[src/rtl/shift_stage_seq.sv]
// rtl/shift_stage_seq.sv - iterative log2-stage barrel shifter (rotate / logical left) with valid/ready handshakes
module shift_stage_seq #(
  parameter int WIDTH      = 16,
  parameter int WIDTH_LOG2 = 4
) (
  input  logic                  clk,
  input  logic                  reset_l,
  input  logic                  in_valid,
  output logic                  in_ready,
  input  logic [WIDTH-1:0]      in_data,
  input  logic [WIDTH_LOG2-1:0] in_shamt,
  input  logic                  in_rotate,
  output logic                  out_valid,
  input  logic                  out_ready,
  output logic [WIDTH-1:0]      out_data,
  output logic                  busy,
  output logic [7:0]            done_count
);

  typedef enum logic [1:0] {IDLE, SHIFT, DONE} state_t;

  localparam int                    LAST_INT   = WIDTH_LOG2 - 1;
  localparam logic [WIDTH_LOG2-1:0] LAST_STAGE = LAST_INT[WIDTH_LOG2-1:0];
  localparam logic [WIDTH_LOG2-1:0] ONE        = {{(WIDTH_LOG2-1){1'b0}}, 1'b1};

  state_t                state_q, state_d;
  logic [WIDTH_LOG2-1:0] stage_q, stage_d;
  logic [WIDTH-1:0]      work_q, work_d;
  logic [WIDTH_LOG2-1:0] shamt_q, shamt_d;
  logic                  rotate_q, rotate_d;
  logic [WIDTH-1:0]      out_data_q, out_data_d;
  logic [7:0]            done_count_q, done_count_d;

  logic [WIDTH_LOG2-1:0] step_amt;
  logic [2*WIDTH-1:0]    dbl;
  logic [WIDTH-1:0]      rot_val;
  logic [WIDTH-1:0]      lsl_val;
  logic [WIDTH-1:0]      stage_val;

  // One shift stage: the shamt register is consumed LSB-first, so bit 0 always
  // selects whether the current power-of-two step (2^stage) is applied.
  always_comb begin
    step_amt  = ONE << stage_q;
    dbl       = {work_q, work_q} << step_amt;
    rot_val   = dbl[2*WIDTH-1:WIDTH];
    lsl_val   = work_q << step_amt;
    stage_val = work_q;
    if (shamt_q[0]) begin
      stage_val = rotate_q ? rot_val : lsl_val;
    end
  end

  // Next-state logic for the IDLE -> SHIFT -> DONE transfer sequence.
  always_comb begin
    state_d      = state_q;
    stage_d      = stage_q;
    work_d       = work_q;
    shamt_d      = shamt_q;
    rotate_d     = rotate_q;
    out_data_d   = out_data_q;
    done_count_d = done_count_q;
    case (state_q)
      IDLE: begin
        if (in_valid) begin
          work_d   = in_data;
          shamt_d  = in_shamt;
          rotate_d = in_rotate;
          stage_d  = '0;
          state_d  = SHIFT;
        end
      end
      SHIFT: begin
        work_d  = stage_val;
        shamt_d = shamt_q >> 1;
        stage_d = stage_q + ONE;
        if (stage_q == LAST_STAGE) begin
          out_data_d = stage_val;
          stage_d    = '0;
          state_d    = DONE;
        end
      end
      DONE: begin
        if (out_ready) begin
          done_count_d = done_count_q + 8'd1;
          state_d      = IDLE;
        end
      end
      default: state_d = IDLE;
    endcase
  end

  // State and datapath registers; reset aborts any transfer in flight.
  always_ff @(posedge clk or negedge reset_l) begin
    if (!reset_l) begin
      state_q      <= IDLE;
      stage_q      <= '0;
      work_q       <= '0;
      shamt_q      <= '0;
      rotate_q     <= 1'b0;
      out_data_q   <= '0;
      done_count_q <= '0;
    end else begin
      state_q      <= state_d;
      stage_q      <= stage_d;
      work_q       <= work_d;
      shamt_q      <= shamt_d;
      rotate_q     <= rotate_d;
      out_data_q   <= out_data_d;
      done_count_q <= done_count_d;
    end
  end

  assign in_ready   = (state_q == IDLE);
  assign out_valid  = (state_q == DONE);
  assign busy       = (state_q != IDLE);
  assign out_data   = out_data_q;
  assign done_count = done_count_q;

endmodule

[config.mk]
export PLATFORM = sky130hd
export DESIGN_NAME = shift_stage_seq
export DESIGN_NICKNAME = d
export VERILOG_FILES = /design/src/rtl/shift_stage_seq.sv
export SDC_FILE = /design/constraint.sdc
export NUM_CORES = 1
export LEC_CHECK = 0
export BUFFER_PORTS_ARGS = -buffer_cell sky130_fd_sc_hd__buf_2
export CORE_MARGIN = 1.5
export CORE_UTILIZATION = 40
export DETAILED_ROUTE_END_ITERATION = 6
export PLACE_DENSITY = 0.7
export SYNTH_ARGS = -nofsm -noshare
export SYNTH_HDL_FRONTEND = slang
export SYNTH_SLANG_ARGS = --single-unit
export TNS_END_PERCENT = 1
[constraint.sdc]
create_clock -name clk -period 1.7 [get_ports clk]
set_clock_uncertainty 0.15 [all_clocks]
set_input_delay 0.085 -clock clk [delete_from_list [all_inputs] [get_ports clk]]
set_output_delay 0.085 -clock clk [all_outputs]
set_load 0.05 [all_outputs]
* Yosys cells after proc, flatten, opt, wreduce, memory -nomap -nowiden
Cells that the tools add are included.
** Operators by class
- Shift-type cells :: 3
- Order comparisons :: 0
- Mux-type cells :: 13
- Div/mod/pow operators :: 0
- Bitwise operators :: 0
- Reduce and logical (&&, ||, !) cells :: 8
- Eq/ne operators :: 6
- Multipliers :: 0
- Add/sub/neg operators :: 2
** Operators with widths (count)
- $mux 16 :: 3
- $pmux 16 s2 :: 1
- $shl 32x4->32 :: 1
- $pmux 4 s2 :: 2
- $shl 16x4->16 :: 1
- $mux 4 :: 3
- $add 8x1->8 const B :: 1
- $reduce_and 2->1 :: 4
- $mux 2 :: 3
- $pmux 2 s3 :: 1
- $add 4x1->4 const B :: 1
- $eq 4x2->1 const B :: 1
- $ne 2x2->1 const B :: 2
- $reduce_bool 2->1 :: 2
- $shl 1x4->4 const A :: 1
- $reduce_and 3->1 :: 1
- $eq 2x1->1 const B :: 1
- $eq 2x2->1 const B :: 1
- $logic_not 2->1 :: 1
- $ne 2x1->1 const B :: 1
** Word-level totals
- Bits of input ports :: 25
- Word-level logic and storage cells :: 39
- Bits in writable memories :: 0
- Memories :: 0
- Latch bits :: 0
- Output and inout port bits :: 27
- Memory bits (read-only) :: 0
- Bits in registers :: 51

* Depth between registers and ports, before layout
Gate-level depths: netlist of run 1.
- Word-level depth :: 5
- Mapped depth :: 8
- Depth with buffers taken out :: 5

* Worst setup path after synthesis of run 1
Ideal clock, no wire load.
- Path type :: register to register
- Start :: register state_q[0]
- End :: register work_q[8]
- Cell stages (with the launch flop) :: 5
- Period minus slack after synthesis :: 2102 ps
- Required time :: 1418 ps
- Setup slack :: -402 ps
- Path buffers :: 0
- Library setup time :: 132 ps
- Arrival :: 1820 ps
- Cells stage by stage :: dfrtp_1 > nor2_1 > nand2_1 > o32ai_1 > a31oi_1
** Between the ends
- Cells in the longest elaborated chain, start to end :: 3
- Elaborated cells on any way between the ends :: 6
- Classes of those cells :: eq/ne: 2; mux: 1; reduce/logical: 3
** Ends and longest elaborated chain
- start, declared :: line 26 : state_t state_q, state_d;
- start signal, assigned :: line 103 : state_q <= state_d;
- $logic_not 2->1 *
- named net in_ready :: line 9 : output logic in_ready,
- $ne 2x2->1 (no line) / $reduce_bool 2->1 (equally long branches)
- $reduce_and 2->1 (no line)
- end signal, assigned :: line 105 : work_q <= work_d;
- end, declared :: line 28 : logic [WIDTH-1:0] work_q, work_d;
The timed path passes the listed nets; every way through them passes the cells marked *.
A chain may end at the register's enable or synchronous reset.

* Final worst setup path of run 1
- Start :: register stage_q[3]
- End :: register out_data_q[11], in the netlist out_data[11]
** Between the ends
- Cells in the longest elaborated chain, start to end :: 4
- Elaborated cells on any way between the ends :: 7
- Classes of those cells :: eq/ne: 1; shift: 3; mux: 2; reduce/logical: 1
** Ends and longest elaborated chain
- start, declared :: line 27 : logic [WIDTH_LOG2-1:0] stage_q, stage_d;
- start signal, assigned :: line 104 : stage_q <= stage_d;
- $shl 1x4->4 :: line 43 : step_amt = ONE << stage_q;
- $shl 16x4->16 / $shl 32x4->32 (equally long branches) :: line 46, 44
- $mux 16 :: line 49 : stage_val = rotate_q ? rot_val : lsl_val;
- $mux 16 :: line 48 : if (shamt_q[0]) begin
- end signal, assigned :: line 108 : out_data_q <= out_data_d;
- end, declared :: line 31 : logic [WIDTH-1:0] out_data_q, out_data_d;
Parallel ways exist; a longest one is shown, timed or not.

==> metrics.md, run 1 <==
| Metric | Value |
|---|---|
| Critical path's largest stage delay | 0.44 ns |
| Die Span X | 91.7 µm |
| # clock sinks | about 50 |
| Drt drc | 0 |
| Layout Utilization | 0.605 |
| Cell family with most CP delay | multiplexers |
| Drt initial violations | about 210 |
| Seq/Total Area, Yosys | 0.405 |
| Post-synth top flop | dfrtp_1 |
| Num rows | 32 |
| Worst r2r dst | out_data[11] |
| Die height | approximately 92 µm |
| DR WL met2 | about 5200 µm |
| Total CTS buffers | 5 |
| TritonCTS clock tree | built |
| DRT Pass-1 Iters | 5 |
| CP max stage cell | dfrtp_1 |
| Worst Tran Pin Value | slightly below 0.4 ns |
| Syn Inst Count | 371 |
| GRT overflow | 0 |
| I/O Pins | 52 |
| Worst Path Arrival | 2.02 ns |
| Hold Vio Cnt, Final | 0 |
| Synthesized cell area | between 3000 and 4000 µm² |
| Reg2Reg Depth | 7 |
| Vias | 3490 |
| First-pass GRT wire length | roughly 18000 µm |
| Post-synthesis cell type count | 62 |
| GP Congestion | roughly 0.94 |
| Count of final setup violators | 31 |
| Hold WC Path Type | in -> async |
| Max-slew violation count | 0 |
| Finished Cell Area | around 4700 µm² |
| Crit-path most repeated cell | buf_4 |
| Critical path startpoint category | register |
| Final worst-path cycle share | 1.16 |
| Setup TNS | -4.83 ns |
| Crit path depth | 7 |
| Highest routed layer | met4 |
| Post-DP HPWL | ~8100 µm |
| Full die area | around 8400 µm² |
| Final nets | approximately 540 |
| Crit path time final | approximately 2.0 ns |
| Max-cap check violation count | 0 |
| Setup CP Type | reg -> reg |
| Root Buffer | clkbuf_8 |
| CTS Buffer Depth | 2 |
| Number of fill cells in the layout | 699 |
| Share of async-settable or async-resettable flops after synthesis | 1.00 |
| Setup crit end | out_data[11] |
| Final WS setup | -0.266 ns |
| WL/cell | ~18 µm |
| Clk slew on worst S/H paths | 0.11 ns |
| Lkg Pwr | 0.00217 µW |
| Number of vias per cell | between 5 and 6 |
| Layout Area Growth over Synthesis | 47.7% |
| Starting density of the core | 0.410 |
| Worst slew margin | 0.739 |
| Worst Setup SP | stage_q[3] |
| Mapped Nets | a little under 400 |
| DRT antenna net count | 0 |
| Diode count | 0 |
| H-tree levels | 2 |
| Worst path cell trace | nor2_2 -> buf_4 -> mux2i_2 -> a32oi_1 -> buf_4 -> mux2i_1 -> o21ai_0 |
| Crit. End Element | register |
| Synthesized flop and latch total | 51 |
| Worst Path Max Fanout | 4 |
| Setup repair after global routing missed its margin | true |
| Violated checks | setup timing |
| Met1 WL | about 5000 µm |
| Status | complete, but fails checks |
| Multi-input logic area | about 1900 µm² |
| Final WL | around 11000 µm |
| Worst vdd ir | ~0.73 mV |
| Sequential Area | 1280 µm² |
| Reg2Reg Launch Point | stage_q[3] |
| Routed wl met3 | around 640 µm |
| WP data required | between 1.5 and 2 ns |
| Vias in the first global route | roughly 3300 |
| Largest net degree at the start of global routing | between 50 and 60 |
| I/O Buffers | 51 |
| Yosys warns | 0 |
| PwrDens | roughly 2100 nW/µm² |
| Max Clock Freq | between 0.5 and 0.6 GHz |
| Layout cell share with drive strength beyond 1 | 0.359 |
| Clk_lat worst skew | 0.32 ns |
| Worst reg2reg setup slack | -0.27 ns |
| Mapped Avg Cell Area | 8.49 µm² |
| Critical path buffer and inverter count | 2 |
| Core area | approximately 7700 µm² |
| Total track usage | 0.272 |
| Placed Area | 4070 µm² |
| Post-synth EDFFs | 0 |
| Initial antenna violation count | 0 |
-- worst min-delay path, stage by stage --
cell           delay [ns]
dlygate4sd3_1        0.52
buf_2                0.12
buf_12               0.24
-- cell families after synthesis --
logic type / after synthesis / share of synthesized area
mux: 9 / 0.0294
xor+xnor: 7 / 0.0195
flops: 51 / 0.405
simple gates: 131 / 0.214
compound gates: 133 / 0.268
buf+inv: 38 / 0.0560
fa+ha+maj: 2 / 0.00794
-- synthesized netlist by cell type, drive strengths merged (4+ instances only) --
cell	instances	area (µm²)
nand2	52	195
dfrtp	51	1280
o21ai	45	225
a21oi	25	125
nor2	18	67.6
buf	16	93.8
clkbuf	13	48.8
o22ai	11	68.8
inv	9	33.8
a22oi	8	60.1
and3	8	50.1
nand3	8	40.0
mux2i	7	70.1
nand2b	7	43.8
nor3	7	40.0
a31oi	6	37.5
and2	5	31.3
nand3b	5	37.5
nor2b	4	25.0
nor4b	4	35.0
o211ai	4	30.0
xnor2	4	35.0
-- timing repair --
action                                  CTS  global route
endpoints found under the setup margin   33            34
hold endpoints to repair                 74             0
pin swaps                                15             8
hold buffers                             23             0
gates resized for setup                  42            18
setup buffers                             5             0
-- power by group --
group          switching, µW  total [µW]  internal, µW
Combinational           3860        6780          2920
Clock                    439         772           333
Sequential               498        2210          1710
Total                   4790        9760          4970
-- layout by cell type (no fill, tap or decap), types with 5 or more instances in the layout --
cell type / count
clkbuf_8: 6
nand3b_1: 5
nand2_1: 51
a21oi_1: 23
o21ai_1: 16
o21ai_0: 28
o22ai_1: 10
buf_2: 51
a22oi_1: 7
and3_1: 6
a31oi_1: 6
mux2i_1: 6
nand2b_1: 7
buf_6: 13
nor2_1: 15
dfrtp_1: 49
buf_4: 76
inv_1: 9
nand3_1: 7
dlygate4sd3_1: 23
-- per-stage QoR --
stage / cells / power (µW) / setup WS [ns] / hold slack [ns]
final: 617 / 9760 / -0.266 / 0.0972
after floorplan: 371 / 5730 / -0.165 / -0.361
after detailed placement: 581 / 8350 / -0.299 / -0.0472
after CTS: 617 / 9540 / -0.220 / 0.136
after global routing: 617 / 10400 / -0.343 / 0.160
after global placement: 581 / 8320 / -0.306 / -0.0547
-- per-layer routing --
| layer | track usage | vias to the layer above |
|---|---|---|
| li1 | - | 1653 |
| met1 | 0.380 | 1660 |
| met5 | 0 | - |
| met2 | 0.438 | 153 |
| met4 | 0.0923 | 0 |
| met3 | 0.0290 | 24 |
-- state kept, by name, summed over array words and instances, names as in the netlist --
name        flops
out_data       16
work_q         16
done_count      8
shamt_q         4
stage_q         4
state_q         2
rotate_q        1
-- how the worst min path moves through the flow --
stage             from             to  slack [ns]
6_report       reset_l     shamt_q[3]         0.1
3_5_place_dp   reset_l     shamt_q[2]       -0.05
5_1_grt        reset_l     state_q[1]        0.16
3_3_place_gp   reset_l     shamt_q[2]       -0.05
2_1_floorplan  reset_l  done_count[0]       -0.36
4_1_cts        reset_l     shamt_q[2]        0.14
-- final cells by class --
| class | count | share of cell area |
|---|---|---|
| tap | 102 | 0.0274 |
| sequential | 51 | 0.275 |
| multi-input combinational | 282 | 0.402 |
| clock inverter | 2 | 0.00350 |
| clock buffer | 6 | 0.0178 |
| inverter | 9 | 0.00726 |
| timing repair buffer | 165 | 0.267 |
(Power assumes the default switching activity.)
==> inputs of run 2 (changes only) <==
ABC_AREA = 1   (was default)
==> run 2 against run 1 <==
Net effect: the flow still finishes with violations (setup timing); via count up 5.8%; design area shrank 1.5%; fmax down 2.2%; combinational power is 17% higher; first-iteration DRC count increased by 0.96%; area after synthesis rose by 5.1%; total power rose by 11%; core utilization shrank 2.4 points; sequential cell count stayed put; setup slack worse by 0.045 ns; critical endpoint is now work_q[0]; highest routed layer unchanged.
==> metrics.md, run 2 <==
| Metric | Value |
|---|---|
| Status | complete, but fails checks |
| Violated checks | setup timing |
| CTS Buffer Depth | 2 (unchanged) |
| Drt drc | 0 (unchanged) |
| Crit. End Element | register |
| Num rows | 32 (unchanged) |
| Yosys top cell area share | 0.386 (-0.0196) |
| H-tree levels | 2 (unchanged) |
| DRT antenna net count | 0 (unchanged) |
| Largest net degree at the start of global routing | 52 (unchanged) |
| TritonCTS clock tree | built |
| Worst slew margin | 0.799 (+0.0607) |
| First-pass GRT wire length | 17600 µm (-1.5%) |
| Cell family with most CP delay | simple AND/OR/NAND/NOR gates |
| Hold path start | in_shamt[0] |
| Vias in the first global route | 3502 (+4.8%) |
| Setup repair after global routing missed its margin | true |
| Die height | 94.0 µm (+2.4%) |
| PwrDens | 2370 nW/µm² (+13%) |
| Total CTS buffers | 5 (unchanged) |
| Initial antenna violation count | 0 (unchanged) |
| CP max stage cell | dfrtp_1 |
| Share of async-settable or async-resettable flops after synthesis | 1.00 (unchanged) |
| I/O Pins | 52 (unchanged) |
| Post-synth top cells | nand2_1 (151), nand3_1 (121), dfrtp_1 (51) |
| Critical path's largest stage delay | 0.44 ns (about the same) |
| Diode count | 0 (unchanged) |
| Worst Tran Pin Value | 0.301 ns (-0.0881 ns) |
| Yosys top cell by area | dfrtp_1 |
| Most common cell after layout, fill and taps aside | nand2_1 |
| I/O Buffers | 51 (unchanged) |
| Clk slew on worst S/H paths | 0.10 ns (about the same) |
| # clock sinks | 51 (unchanged) |
| Full die area | 8830 µm² (+4.9%) |
| Die Span X | 94.0 µm (+2.4%) |
| Post-synth EDFFs | 0 (unchanged) |
| DRT Pass-1 Iters | 5 (unchanged) |
| Max-cap check violation count | 0 (unchanged) |
| Setup CP Type | reg -> reg |
| Critical path buffer and inverter count | 1 (-1) |
| Final WL | 10700 µm (-4.0%) |
| Syn Inst Count | 484 (+30%) |
| Total power | 10900 µW (+11%) |
| Hold WC Path Type | in -> reg |
| Reg2Reg Launch Point | stage_q[1] |
| Final worst-path cycle share | 1.18 (+0.0266) |
| Worst path cell trace | nor2_4 -> nand2_4 -> buf_12 -> nand2_4 -> o21ai_0 -> nand2_1 -> nand3_1 -> nand3_2 -> nand3b_1 -> nand2_1 -> nand2_1 -> nand2_1 -> nand2_1 |
| Lkg Pwr | 0.00238 µW (+9.7%) |
| Final nets | 624 (+15%) |
| Count leader, synth | nand2_1 |
| WP data required | 1.76 ns (about the same) |
| Crit-path most repeated cell | nand2_1 |
| GRT overflow | 0 (unchanged) |
| Mapped Nets | 511 (+28%) |
| Yosys warns | 0 (unchanged) |
| Synthesized flop and latch total | 51 (unchanged) |
| WL/cell | 15.3 µm (-15%) |
| Vias | 3691 (+5.8%) |
| Seq/Total Area, Yosys | 0.386 (-0.0196) |
| GP Congestion | 0.877 (-7.2%) |
| Max-slew violation count | 0 (unchanged) |
| Worst Path Arrival | 2.07 ns (+0.05 ns) |
| Drt initial violations | 211 (+0.96%) |
| Final WS setup | -0.311 ns (-0.0452 ns) |
| Post-DP HPWL | 7970 µm (-1.5%) |
| Commonest cells after routing, fill and taps aside | nand2_1 (133), nand3_1 (104), dfrtp_1 (50), buf_2 (50), buf_4 (48) |
| Post-synth top flop | dfrtp_1 |
| Root Buffer | clkbuf_8 |
| Crit path time final | 2.01 ns (+0.0452 ns) |
| Clk_lat worst skew | 0.32 ns (about the same) |
| Core area | 7890 µm² (+2.6%) |
| Synth area leaders | dfrtp_1 (39%), nand3_1 (18%), nand2_1 (17%), inv_1 (3.6%), nor2_1 (3.5%) |
| Layout cell share with drive strength beyond 1 | 0.299 (-0.0599) |
| Starting density of the core | 0.420 (+0.00991) |
| Hold Vio Cnt, Final | 0 (unchanged) |
| Worst reg2reg setup slack | -0.31 ns (-0.05 ns) |
| Worst vdd ir | 1.42 mV (+96%) |
| Critical path startpoint category | register |
| Number of vias per cell | 5.27 (-6.8%) |
| Total track usage | 0.258 (-0.0131) |
| Max Clock Freq | 0.497 GHz (-2.2%) |
| Layout Area Growth over Synthesis | 38.5% |
| Synthesized cell area | 3310 µm² (+5.1%) |
| Count of final setup violators | 32 (+3.2%) |
| Worst Setup SP | stage_q[1] |
| Number of fill cells in the layout | 756 (+8.2%) |
| Mapped Avg Cell Area | 6.84 µm² (-19%) |
| Setup TNS | -7.35 ns (-2.52 ns) |
| Post-synthesis cell type count | 33 (-47%) |
| Worst Path Max Fanout | 6 (+2) |
-- run 2: metrics by stage --
step	hold WS [ns]	util	worst slack [ns]	instances	instance area [µm²]
2_1_floorplan	-0.361	-	-0.0949	484	3320
3_3_place_gp	-0.0532	0.515	-0.318	669	4060
3_5_place_dp	-0.0475	0.515	-0.349	669	4060
4_1_cts	0.00687	0.569	-0.262	699	4490
5_1_grt	0.0260	0.581	-0.428	700	4580
6_report	0.0134	0.581	-0.311	700	4580
-- run 2: final timing paths --
kind                                  to  cells past startpoint
setup / recovery               work_q[0]                     13
hold / removal                shamt_q[0]                      3
setup reg to reg               work_q[0]                     13
hold reg to reg            done_count[7]                      1
max in group asynchronous   out_data[11]                      3
min in group asynchronous      work_q[2]                      3
-- run 2: cell families after synthesis --
| group | share of synthesized area |
|---|---|
| buffers and inverters | 0.0771 |
| flip-flops | 0.386 |
| AO/OA/AOI/OAI | 0.0658 |
| AND/OR/NAND/NOR | 0.437 |
| XOR/XNOR | 0.0238 |
| adder cells (fa/ha/maj) | 0.00756 |
| multiplexers | 0.00340 |
-- run 2: worst reg2reg max path, delay by kind of cell, from the launching register on --
kind	cells	cell delay [ns]
AND/OR/NAND/NOR	11	1.09
AO/OA/AOI/OAI	1	0.09
flip-flops	1	0.44
buffers and inverters	1	0.16
-- run 2: repair_timing --
action / CTS / global route
hold endpoints to repair: 71 / 0
setup buffers: 0 / 1
gates cloned: 1 / 0
setup endpoints to repair: 33 / 39
gates resized for setup: 35 / 22
pin swaps: 17 / 13
hold buffers: 21 / 0
-- run 2: power breakdown --
part           internal (µW)  switching, µW  leakage (µW)
registers               1740            401      0.000634
clock network            307            492     0.0000467
logic                   2890           5030       0.00170
total                   4940           5930       0.00238
-- run 2: layer usage --
metal  GRT usage  share of wire
met4      0.0821          0.017
met2       0.417           0.48
met5           0              0
met3      0.0469          0.042
met1       0.350           0.46
-- run 2: layout make-up --
class | count | area (µm²) | area share
Inverter | 37 | 139 | 0.0303
Sequential cell | 51 | 1280 | 0.279
Clock inverter | 3 | 27.5 | 0.00601
Timing Repair Buffer | 129 | 973 | 0.212
Multi-Input combinational cell | 373 | 1970 | 0.430
Clock buffer | 5 | 68.8 | 0.0150
Tap cell | 102 | 128 | 0.0278
==> inputs of run 3 (changes only) <==
CORE_UTILIZATION = 45   (was 40)
PLACE_DENSITY = 0.76   (was 0.7)
REMOVE_ABC_BUFFERS = 1   (was default)
==> run 3 against run 2 <==
Net effect: the flow finishes with violations (hold timing, setup timing); design area fell by 1.0%; non-clock buffer count shrank 8; sequential cell count stayed put; combinational power down 0.6%; via count is 0.33% higher; cell count down 1.4%; sequential power fell by 2%; first-iteration DRC count rose by 47%; setup slack improved by 0.035 ns; clock-buffer cell count unchanged; fmax up 1.8%; critical path type unchanged; largest cell class unchanged.
==> metrics.md, run 3 (same netlist as run 2, synthesis figures left out) <==
| Metric | Value |
|---|---|
| Commonest cells after routing, fill and taps aside | nand2_1 (148), nand3_1 (101), buf_2 (51) |
| Max-slew violation count | 0 (unchanged) |
| Die Span X | 88.8 µm (-5.5%) |
| Starting density of the core | 0.461 (+0.0416) |
| Largest net degree at the start of global routing | 32 (-38%) |
| DRT antenna net count | 0 (unchanged) |
| Post-DP HPWL | 7350 µm (-7.8%) |
| GRT overflow | 0 (unchanged) |
| DRT Pass-1 Iters | 6 (+1) |
| Setup repair after global routing missed its margin | true |
| Worst Path Max Fanout | 7 (+1) |
| WL/cell | 15.4 µm (+0.99%) |
| GP Congestion | 0.952 (+8.6%) |
| PwrDens | 2370 nW/µm² (-0.23%) |
| Final WS setup | -0.276 ns (+0.0352 ns) |
| Root Buffer | clkbuf_8 |
| Worst hold slack | -0.00496 ns (-0.0183 ns) |
| Drt initial violations | 311 (+47%) |
| I/O Pins | 52 (unchanged) |
| Total power | 10700 µW (-1.3%) |
| TritonCTS clock tree | built |
| Crit path time final | 1.98 ns (-0.0352 ns) |
| Total track usage | 0.279 (+0.0206) |
| Clk_lat worst skew | 0.31 ns (about the same) |
| Status | complete, but fails checks |
| Vias in the first global route | 3485 (-0.49%) |
| Count of final setup violators | 32 (unchanged) |
| Clk slew on worst S/H paths | 0.10 ns (about the same) |
| Max-cap check violation count | 0 (unchanged) |
| Core area | 7180 µm² (-9.0%) |
| Worst vdd ir | 1.31 mV (-7.8%) |
| Lkg Pwr | 0.00235 µW (-1.4%) |
| Max Clock Freq | 0.506 GHz (+1.8%) |
| Final worst-path cycle share | 1.16 (-0.0207) |
| Diode count | 0 (unchanged) |
| Full die area | 7880 µm² (-11%) |
| Final nets | 617 (-1.1%) |
| Total CTS buffers | 5 (unchanged) |
| Number of vias per cell | 5.37 (+1.8%) |
| Die height | 88.8 µm (-5.5%) |
| Vias | 3703 (+0.33%) |
| Worst Path Arrival | 2.04 ns (-0.03 ns) |
| Final WL | 10700 µm (-0.45%) |
| Crit. End Element | register |
| Initial antenna violation count | 0 (unchanged) |
| I/O Buffers | 51 (unchanged) |
| Setup CP Type | reg -> reg |
| WP data required | 1.76 ns (about the same) |
| Violated checks | hold timing, setup timing |
| Hold Vio Cnt, Final | 2 (+2) |
| H-tree levels | 2 (unchanged) |
| Hold WC Path Type | in -> reg |
| Worst slew margin | 0.667 (-0.132) |
| First-pass GRT wire length | 16800 µm (-4.3%) |
| Worst Tran Pin Value | 0.499 ns (+0.198 ns) |
| Layout Area Growth over Synthesis | 37.1% |
| CTS Buffer Depth | 2 (unchanged) |
| Critical path startpoint category | register |
| Most common cell after layout, fill and taps aside | nand2_1 |
| Drt drc | 0 (unchanged) |
| Layout cell share with drive strength beyond 1 | 0.264 (-0.0354) |
| Num rows | 31 (-3.1%) |
| # clock sinks | 51 (unchanged) |
run 3: power by group:
part	internal [µW]	switching (µW)
logic	2860	5000
clock network	299	452
registers	1750	365
run 3: what timing repair did:
action                                 CTS  global route
pin swaps                                3             6
setup endpoints to repair               32            37
hold buffers                            22             0
gates cloned                             0             3
setup buffers                            3             6
gates resized for setup                  8            32
endpoints found under the hold margin   39             0
run 3: final timing paths:
kind | from | endpoint | slack [ns] | cells after the start
setup / recovery | stage_q[2] | work_q[3] | -0.28 | 12
setup reg to reg | stage_q[2] | work_q[3] | -0.28 | 12
min in group asynchronous | reset_l | stage_q[3] | 0.11 | 2
hold / removal | in_shamt[0] | shamt_q[0] | -0.005 | 3
hold reg to reg | done_count[7] | done_count[7] | 0.33 | 1
max in group asynchronous | reset_l | work_q[8] | 0.68 | 3
run 3: cell type report:
type / instances / area, µm²
Clock inverter: 3 / 22.5
Fill cell: 645 / 2640
Clock buffer: 5 / 68.8
Inverter: 37 / 141
Tap cell: 99 / 124
Sequential cell: 51 / 1280
Multi-Input combinational cell: 374 / 1930
Timing Repair Buffer: 121 / 968
run 3: metal layers:
layer  track usage  wire length (µm)  up-vias
li1              -                 -     1809
met3        0.0410               730       43
met4         0.118               395        0
met5             0                 0        -
met2         0.460              5060      175
met1         0.365              4470     1676
run 3: stage by stage:
stage	cell area (µm²)	TNS [ns]	instances	setup WS, ns	utilization
3_3_place_gp	3920	-4.77	648	-0.222	0.546
3_5_place_dp	3920	-5.83	648	-0.271	0.546
5_1_grt	4540	-10.75	690	-0.388	0.632
2_1_floorplan	3190	-45.85	461	-1.31	-
4_1_cts	4280	-5.33	681	-0.233	0.597
6_report	4540	-6.97	690	-0.276	0.632
run 3: critical path, cell delays in order, from the launching register on:
cell	delay, ns
dfrtp_2	0.48
nor2_4	0.13
buf_12	0.15
clkbuf_16	0.15
nand3_1	0.10
nand3_1	0.11
nand3_1	0.13
nand3_2	0.11
nand3b_1	0.08
nand2_1	0.08
nand2_1	0.06
nand2_1	0.08
nand2_1	0.05
